## src/rtl/paddsb_seq_ctrl_if.sv

```systemverilog
// Requester handshake and result bus for the shared-adder PADDSB sequencer.
// The controller connects through the slave modport and requesters through master.
interface paddsb_seq_ctrl_if;
    logic        r0_valid;
    logic [15:0] r0_a;
    logic [15:0] r0_b;
    logic        r0_ready;
    logic        r1_valid;
    logic [15:0] r1_a;
    logic [15:0] r1_b;
    logic        r1_ready;
    logic        res_valid;
    logic        res_id;
    logic [15:0] res_s;
    logic [3:0]  res_sat;
    logic        busy;

    modport slave (
        input  r0_valid, r0_a, r0_b, r1_valid, r1_a, r1_b,
        output r0_ready, r1_ready, res_valid, res_id, res_s, res_sat, busy
    );

    modport master (
        output r0_valid, r0_a, r0_b, r1_valid, r1_a, r1_b,
        input  r0_ready, r1_ready, res_valid, res_id, res_s, res_sat, busy
    );
endinterface

```

## src/rtl/paddsb_seq_ctrl.sv

```systemverilog
// Two-requester round-robin controller for a packed saturating nibble add,
// reusing one 4-bit signed lane adder over four cycles, LSB lane first.
module paddsb_seq_ctrl #(
    parameter bit SAT_EN = 1'b1
) (
    input logic               clk,
    input logic               rst_n,
    paddsb_seq_ctrl_if.slave  bus
);

    typedef enum logic [1:0] {
        IDLE = 2'd0,
        LANE = 2'd1,
        DONE = 2'd2
    } state_e;

    state_e      state_q, state_d;
    logic [1:0]  cnt_q, cnt_d;
    logic        ptr_q, ptr_d;
    logic        id_q, id_d;
    logic [15:0] a_q, a_d, b_q, b_d;
    logic [15:0] work_q, work_d;
    logic [3:0]  flg_q, flg_d;
    logic [15:0] res_s_q, res_s_d;
    logic [3:0]  res_sat_q, res_sat_d;
    logic        res_id_q, res_id_d;

    logic        grant0, grant1;
    logic signed [3:0] lane_a, lane_b;
    logic [4:0]  lane_out;

    // Returns {overflow, lane result}; overflow is reported even when wrapping.
    function automatic logic [4:0] lane_add(input logic signed [3:0] a,
                                            input logic signed [3:0] b);
        logic signed [3:0] sum;
        logic              ovf;
        logic [3:0]        r;
        sum = a + b;
        ovf = (a[3] == b[3]) && (sum[3] != a[3]);
        r   = sum;
        if (SAT_EN && ovf) begin
            r = a[3] ? 4'b1000 : 4'b0111;
        end
        return {ovf, r};
    endfunction

    // Pointed requester wins when valid, otherwise the other one.
    assign grant0 = bus.r0_valid & (~ptr_q | ~bus.r1_valid);
    assign grant1 = bus.r1_valid & ( ptr_q | ~bus.r0_valid);

    assign bus.r0_ready  = rst_n & (state_q == IDLE) & grant0;
    assign bus.r1_ready  = rst_n & (state_q == IDLE) & grant1;
    assign bus.res_valid = (state_q == DONE);
    assign bus.busy      = (state_q != IDLE);
    assign bus.res_s     = res_s_q;
    assign bus.res_sat   = res_sat_q;
    assign bus.res_id    = res_id_q;

    assign lane_a   = a_q[{cnt_q, 2'b00} +: 4];
    assign lane_b   = b_q[{cnt_q, 2'b00} +: 4];
    assign lane_out = lane_add(lane_a, lane_b);

    always_comb begin
        state_d   = state_q;
        cnt_d     = cnt_q;
        ptr_d     = ptr_q;
        id_d      = id_q;
        a_d       = a_q;
        b_d       = b_q;
        work_d    = work_q;
        flg_d     = flg_q;
        res_s_d   = res_s_q;
        res_sat_d = res_sat_q;
        res_id_d  = res_id_q;
        case (state_q)
            IDLE: begin
                if (grant0 | grant1) begin
                    a_d     = grant1 ? bus.r1_a : bus.r0_a;
                    b_d     = grant1 ? bus.r1_b : bus.r0_b;
                    id_d    = grant1;
                    ptr_d   = ~grant1;
                    work_d  = 16'h0000;
                    flg_d   = 4'b0000;
                    cnt_d   = 2'd0;
                    state_d = LANE;
                end
            end
            LANE: begin
                work_d[{cnt_q, 2'b00} +: 4] = lane_out[3:0];
                flg_d[cnt_q]                = lane_out[4];
                cnt_d                       = cnt_q + 2'd1;
                if (cnt_q == 2'd3) begin
                    res_s_d   = work_d;
                    res_sat_d = flg_d;
                    res_id_d  = id_q;
                    state_d   = DONE;
                end
            end
            DONE: begin
                state_d = IDLE;
            end
            default: begin
                state_d = IDLE;
            end
        endcase
    end

    always_ff @(posedge clk) begin
        if (!rst_n) begin
            state_q   <= IDLE;
            cnt_q     <= 2'd0;
            ptr_q     <= 1'b0;
            res_s_q   <= 16'h0000;
            res_sat_q <= 4'b0000;
            res_id_q  <= 1'b0;
        end else begin
            state_q   <= state_d;
            cnt_q     <= cnt_d;
            ptr_q     <= ptr_d;
            res_s_q   <= res_s_d;
            res_sat_q <= res_sat_d;
            res_id_q  <= res_id_d;
        end
    end

    // Operand and working registers carry no reset; they are loaded on every accept.
    always_ff @(posedge clk) begin
        id_q   <= id_d;
        a_q    <= a_d;
        b_q    <= b_d;
        work_q <= work_d;
        flg_q  <= flg_d;
    end

endmodule

```

## src/flat_wrapper.sv

```systemverilog
// flat-port wrapper written by rule: the top's interface ports become plain ports
module paddsb_seq_ctrl_flat 
#(
    parameter bit SAT_EN = 1'b1
)
  (clk, rst_n, bus_r0_valid, bus_r0_a, bus_r0_b, bus_r1_valid, bus_r1_a, bus_r1_b, bus_r0_ready, bus_r1_ready, bus_res_valid, bus_res_id, bus_res_s, bus_res_sat, bus_busy);
  paddsb_seq_ctrl_if bus_i ();
  input logic clk;
  input logic rst_n;
  input wire logic [$bits(bus_i.r0_valid)-1:0] bus_r0_valid;
  input wire logic [$bits(bus_i.r0_a)-1:0] bus_r0_a;
  input wire logic [$bits(bus_i.r0_b)-1:0] bus_r0_b;
  input wire logic [$bits(bus_i.r1_valid)-1:0] bus_r1_valid;
  input wire logic [$bits(bus_i.r1_a)-1:0] bus_r1_a;
  input wire logic [$bits(bus_i.r1_b)-1:0] bus_r1_b;
  output wire logic [$bits(bus_i.r0_ready)-1:0] bus_r0_ready;
  output wire logic [$bits(bus_i.r1_ready)-1:0] bus_r1_ready;
  output wire logic [$bits(bus_i.res_valid)-1:0] bus_res_valid;
  output wire logic [$bits(bus_i.res_id)-1:0] bus_res_id;
  output wire logic [$bits(bus_i.res_s)-1:0] bus_res_s;
  output wire logic [$bits(bus_i.res_sat)-1:0] bus_res_sat;
  output wire logic [$bits(bus_i.busy)-1:0] bus_busy;
  assign bus_i.r0_valid = bus_r0_valid;
  assign bus_i.r0_a = bus_r0_a;
  assign bus_i.r0_b = bus_r0_b;
  assign bus_i.r1_valid = bus_r1_valid;
  assign bus_i.r1_a = bus_r1_a;
  assign bus_i.r1_b = bus_r1_b;
  assign bus_r0_ready = bus_i.r0_ready;
  assign bus_r1_ready = bus_i.r1_ready;
  assign bus_res_valid = bus_i.res_valid;
  assign bus_res_id = bus_i.res_id;
  assign bus_res_s = bus_i.res_s;
  assign bus_res_sat = bus_i.res_sat;
  assign bus_busy = bus_i.busy;
  paddsb_seq_ctrl #(.SAT_EN(SAT_EN)) u_core (.clk(clk), .rst_n(rst_n), .bus(bus_i));
endmodule
```

## config.mk

```make
export PLATFORM = sky130hd
export DESIGN_NAME = paddsb_seq_ctrl_flat
export DESIGN_NICKNAME = d
export VERILOG_FILES = /design/src/rtl/paddsb_seq_ctrl_if.sv /design/src/rtl/paddsb_seq_ctrl.sv /design/src/flat_wrapper.sv
export SDC_FILE = /design/constraint.sdc
export NUM_CORES = 1
export LEC_CHECK = 0
export CORE_UTILIZATION = 40
export DETAILED_ROUTE_END_ITERATION = 7
export HOLD_SLACK_MARGIN = 0.1
export MAX_ROUTING_LAYER = met4
export PLACE_DENSITY = 0.67
export SLEW_MARGIN = 40
export SYNTH_ARGS = -nofsm -noshare
export SYNTH_HDL_FRONTEND = slang
export SYNTH_SLANG_ARGS = --single-unit
```

## constraint.sdc

```tcl
create_clock -name clk -period 4 [get_ports clk]
set_input_delay 0.8 -clock clk [delete_from_list [all_inputs] [get_ports clk]]
set_output_delay 0.8 -clock clk [all_outputs]
set_load 0.005 [all_outputs]
```

## Yosys cells after proc, flatten, opt, wreduce, memory -nomap -nowiden

Index checks and enable logic that the tools add are counted.

- Add/subtract/negate cells: 3
- Order comparisons: 2
- Equal/unequal tests: 7
- Shifts and indexed selects: 4
- Multiplexer cells: 17
- Bitwise gates (word level): 12
- Reduce and logical (&&, ||, !) cells: 9

Operators with widths:

| operator | number |
|---|---|
| two-way mux 16 bit | 3 |
| one-hot mux 16 bit (2 select lines) | 1 |
| indexed part select 16 x 5 -> 4 bit | 2 |
| bitwise mux 16 bit | 1 |
| variable shift 4 x 6 -> 16 bit (first input constant) | 1 |
| indexed part select 4 x 6 -> 16 bit | 1 |
| two-way mux 4 bit | 3 |
| one-hot mux 2 bit (2 select lines) | 2 |
| one-hot mux 4 bit (2 select lines) | 1 |
| AND reduction 2 bit | 4 |
| two-way mux 2 bit | 3 |
| negation 4 -> 6 bit | 1 |
| AND 1 bit | 5 |
| adder 4 bit | 1 |
| bitwise mux 4 bit | 1 |
| == test 2 bit (second input constant) | 2 |
| inverter 1 bit | 4 |
| nonzero test 2 bit | 2 |
| less-than comparator 2 x 3 -> 1 bit (second input constant) | 1 |
| bitwise OR 1 bit | 3 |
| adder 2 x 1 -> 2 bit (second input constant) | 1 |
| demux 1 bit (select 2 bit) | 1 |
| == test 2 x 1 -> 1 bit (second input constant) | 1 |
| >= comparator 2 x 1 -> 1 bit (second input constant) | 1 |
| other kinds (7) | 8 |

- Register bits: 79
- Bits of input ports: 68
- Word-level logic and storage cells: 65

## Depth between registers and ports, before layout

- Depth in word-level cells: 8
- Gate-level depth with buffers: 11

## Worst setup path after synthesis

No wires, ideal clock.

- Path type: flip-flop to flip-flop
- Start point: register u_core.cnt_q[0]
- End point: register u_core.work_q[12] (data pin)
- Arrival time: 3.040 ns
- Setup slack: 0.694 ns
- Cell stages (with the launch flop): 12
- Buffers on the path: 2
- Clock period less this slack: 3.306 ns
- Path through: dfxtp_1 -> buf_2 -> mux4_2 -> ha_1 -> a21o_1 -> a21o_1 -> fa_1 -> inv_1 -> clkbuf_1 -> nand2_1 -> o211ai_1 -> nor2_1

- Word-level cells in the longest chain between the ends: 8

RTL lines:

| item | RTL line | text |
|---|---|---|
| start: declaration | paddsb_seq_ctrl.sv:18 | `logic [1:0] cnt_q, cnt_d;` |
| start signal: assignment | paddsb_seq_ctrl.sv:118 | `cnt_q <= cnt_d;` |
| indexed part select 16 x 5 -> 4 bit (on tied branches) | paddsb_seq_ctrl.sv:59, paddsb_seq_ctrl.sv:60 |  |
| adder 4 bit | paddsb_seq_ctrl.sv:38 | `sum = a + b;` |
| != test 1 bit | paddsb_seq_ctrl.sv:39 | `ovf = (a[3] == b[3]) && (sum[3] != a[3]);` |
| logical AND 1 bit | paddsb_seq_ctrl.sv:39 |  |
| two-way mux 4 bit | paddsb_seq_ctrl.sv:41 | `if (SAT_EN && ovf) begin` |
| indexed part select 4 x 6 -> 16 bit | paddsb_seq_ctrl.sv:89 | `work_d[{cnt_q, 2'b00} +: 4] = lane_out[3:0];` |
| bitwise mux 16 bit (*) | paddsb_seq_ctrl.sv:89 |  |
| one-hot mux 16 bit (2 select lines) (*) | paddsb_seq_ctrl.sv:75 | `case (state_q)` |
| end signal: assignment | paddsb_seq_ctrl.sv:131 | `work_q <= work_d;` |
| end: declaration | paddsb_seq_ctrl.sv:22 | `logic [15:0] work_q, work_d;` |

Mark *: on every way between the ends. The rest lies on a longest branch, timed or not.
A chain may end at the register's enable or synchronous reset.

## Worst setup path after layout

- Start point: register u_core.cnt_q[0]
- End point: register u_core.work_q[6] (data pin)

The elaborated chain is that of the path after synthesis.

==> out/summary.txt <==
P_sw - 0.518 mW
gr usage total - 18.0%
PostCTS Resize Cnt - 0
xor/xnor share of the synthesized area - 0.227%
dpl hpwl - 6.00 mm
Max Transition Viols Final - 0
Post-synth EDFFs - 52
flops & latches, synth - 78
Post-Synth Adder-Cell Area - 3.96%
Final setup viols - 0
largest area contributor in the netlist - edfxtp_1
Tmin final - 3.36 ns
period utilization - 84.0%
clock skew - 0.00967 ns
multi-input logic area - 1650 sq um
CTS Sinks - 78
Worst Path Required - 4.08 ns
number of fillers in the final layout - 791
DRC Markers - 0
top-area cell type share of the netlist area - 40.5%
clock share of power - 33.6%
Worst Hold Class - reg -> reg
first-pass GRT wire length - 13.6 mm
largest family of logic cells by synthesized area - multiplexers
Final #Nets - 506
Starting Density - 41.5%
total number of vias - 2870
Int Pwr - 1.53 mW
# IOs - 93
Simple-Gate Fraction of Synth Area - 12.1%
antenna viol nets, final - 0
Post-Syn Area - 3850 sq um
CTS tree - done
Comb pwr share - 20.3%
Final Hold Fails - 0
root buffer cell - clkbuf_8
sequential power share - 46.1%
Post-synth top flop - edfxtp_1
Setup Fix Bufs, Post-CTS - 0
Seq/Total Area, Yosys - 54.0%
initial drt markers - 123
DR pass1 iterations - 4
Crit Path Max Fanout - 15
hold_ws - 0.470 ns
final wirelength - 8.18 mm
syn avg cell area - 11.5 sq um
worst slew pin tran - 0.662 ns
Unique masters post-synth - 32
routability congestion estimate - 0.845
pwr dens - 397 nW/um^2
CTS hold repair buffers - 0
Longest Clk Path Bufs - 2
depth of the CTS H-tree - 3
Synthesis Warnings - 0
antenna diode count - 0
Syn Nets - 414
compound-cell area share of the yosys netlist - 11.5%
area of the die - 10000 sq um
post-synthesis mux area share - 14.6%
synthesized instance count - 335
clk_lat worst skew - 0.35 ns
Slew HR - 55.7%
share of post-route cells with drive strength above 1 - 15.3%
setup TNS - 0 ns
RSZ-0062 raised after global routing - no
initial antenna violation count - 0
asr flop ratio synth - 0%
P_leak - 1.92 nW
largest cells by area after synthesis - edfxtp_1 (41%), dfxtp_1 (14%), mux2_2 (9.6%), mux4_2 (4.7%), o211ai_1 (4.7%)
Port Buffers - 92
maximum clock frequency - 298 MHz
WP data arrival - 3.44 ns
CP Class - reg -> reg
pin count of the biggest net entering global routing - 36
area grow syn2layout - 33.9%
MaxCap Viol Count - 0
placed insts - 545
startpoint types - register
total gr overflow - 0
maximum VDD drop - 0.187 mV
status - complete, no violations
# rows - 35
Clk pin slew, worst setup/hold paths - 0.08 ns
top-count cell post-synth - edfxtp_1
switching part of the total - 25.3%
drt wl/cell - 14.6 um
CP Capture Type - register
vias in the first global route - 2967
Die H - 100 um
core area - 9280 sq um
non-filler cells, final - 561
synth cell count leaders - edfxtp_1 (52), nor2_1 (37), mux2_2 (33)
TritonCTS Buffers - 9
register area - 2080 sq um
DR vias/cell - 5.12
Die Wd - 100 um
-- cell usage in the layout (no fill, tap or decap), types with 4 or more instances in the layout --
cell             instances
buf_4                    7
clkbuf_8                 9
clkdlybuf4s50_1         92
o21ai_0                 12
a21oi_1                 19
mux2_2                  33
nor3_1                   7
ha_1                     9
o22ai_1                  4
a211oi_1                 6
nand2b_1                12
o211ai_1                24
nand2_1                 29
nor2_1                  35
inv_1                   17
dfxtp_1                 26
mux4_2                   8
edfxtp_1                52
-- logic make-up after synthesis --
family                     after synthesis
and+or+nand+nor                         98
DFF                                     78
adders and majority gates               11
muxes                                   42
xor gates and xnor gates                 1
buffers and inverters                   35
AOI/OAI and AO/OA                       70
-- stage by stage --
stage	total power, mW	setup WS, ns	utilization (%)	area (sq um)
after global placement	1.37	0.683	53.1	4930
after global routing	2.14	0.396	55.6	5160
after floorplan	1.23	0.694	-	3850
after CTS	2.06	0.646	55.6	5160
after detailed placement	1.38	0.649	53.1	4930
final	2.05	0.642	55.6	5160
-- sequential cells by signal, indices dropped and copies added (netlist names) --
signal,flops
u_core.cnt_q,2
u_core.bus.res_id,1
u_core.bus.res_s,16
u_core.a_q,16
u_core.work_q,16
u_core.state_q,2
u_core.flg_q,3
u_core.bus.res_sat,4
u_core.id_q,1
u_core.b_q,16
u_core.ptr_q,1
-- final cells by class --
cell class / count / area share (%)
Multi-Input combinational cell: 222 / 32.0
Clock buffer: 11 / 2.55
Clock inverter: 5 / 1.92
Inverter: 17 / 1.24
Timing Repair Buffer: 99 / 18.9
Tap cell: 129 / 3.13
Sequential cell: 78 / 40.3
-- worst paths after layout --
| path | slack [ns] | to | from | depth (start not counted) |
|---|---|---|---|---|
| worst min-delay path | 0.47 | u_core.bus.res_sat[2]$_SDFFE_PN0P_ | u_core.bus.res_sat[2]$_SDFFE_PN0P_ | 2 |
| worst min register to register | 0.47 | u_core.bus.res_sat[2]$_SDFFE_PN0P_ | u_core.bus.res_sat[2]$_SDFFE_PN0P_ | 2 |
| worst max-delay path | 0.64 | u_core.work_q[6]$_SDFFCE_PN0P_ | u_core.cnt_q[0]$_SDFFE_PN0P_ | 10 |
| worst max register to register | 0.64 | u_core.work_q[6]$_SDFFCE_PN0P_ | u_core.cnt_q[0]$_SDFFE_PN0P_ | 10 |
-- per-layer routing --
metal	vias up	share of wire, %	GRT usage (%)
met4	0	1.9	7.47
met1	1346	45	22.0
met3	15	4.4	3.13
li1	1409	-	-
met2	100	49	29.7
met5	-	0	-
-- critical path, cell delays in order, from the launching register on --
cell	delay (ns)
dfxtp_1	0.33
buf_4	0.21
mux4_2	0.56
ha_1	0.32
a21o_1	0.16
a21o_1	0.18
fa_1	0.42
inv_1	0.36
a21oi_1	0.23
o211ai_1	0.26
nor2_1	0.06
-- power by group through the flow --
| stage | clock network (mW) | registers (mW) | logic [mW] |
|---|---|---|---|
| 2_1_floorplan | 0 | 0.954 | 0.275 |
| 3_3_place_gp | 0 | 0.959 | 0.410 |
| 3_5_place_dp | 0 | 0.962 | 0.415 |
| 4_1_cts | 0.699 | 0.944 | 0.419 |
| 5_1_grt | 0.721 | 0.948 | 0.468 |
| 6_report | 0.689 | 0.943 | 0.416 |
(Power assumes the default switching activity.)
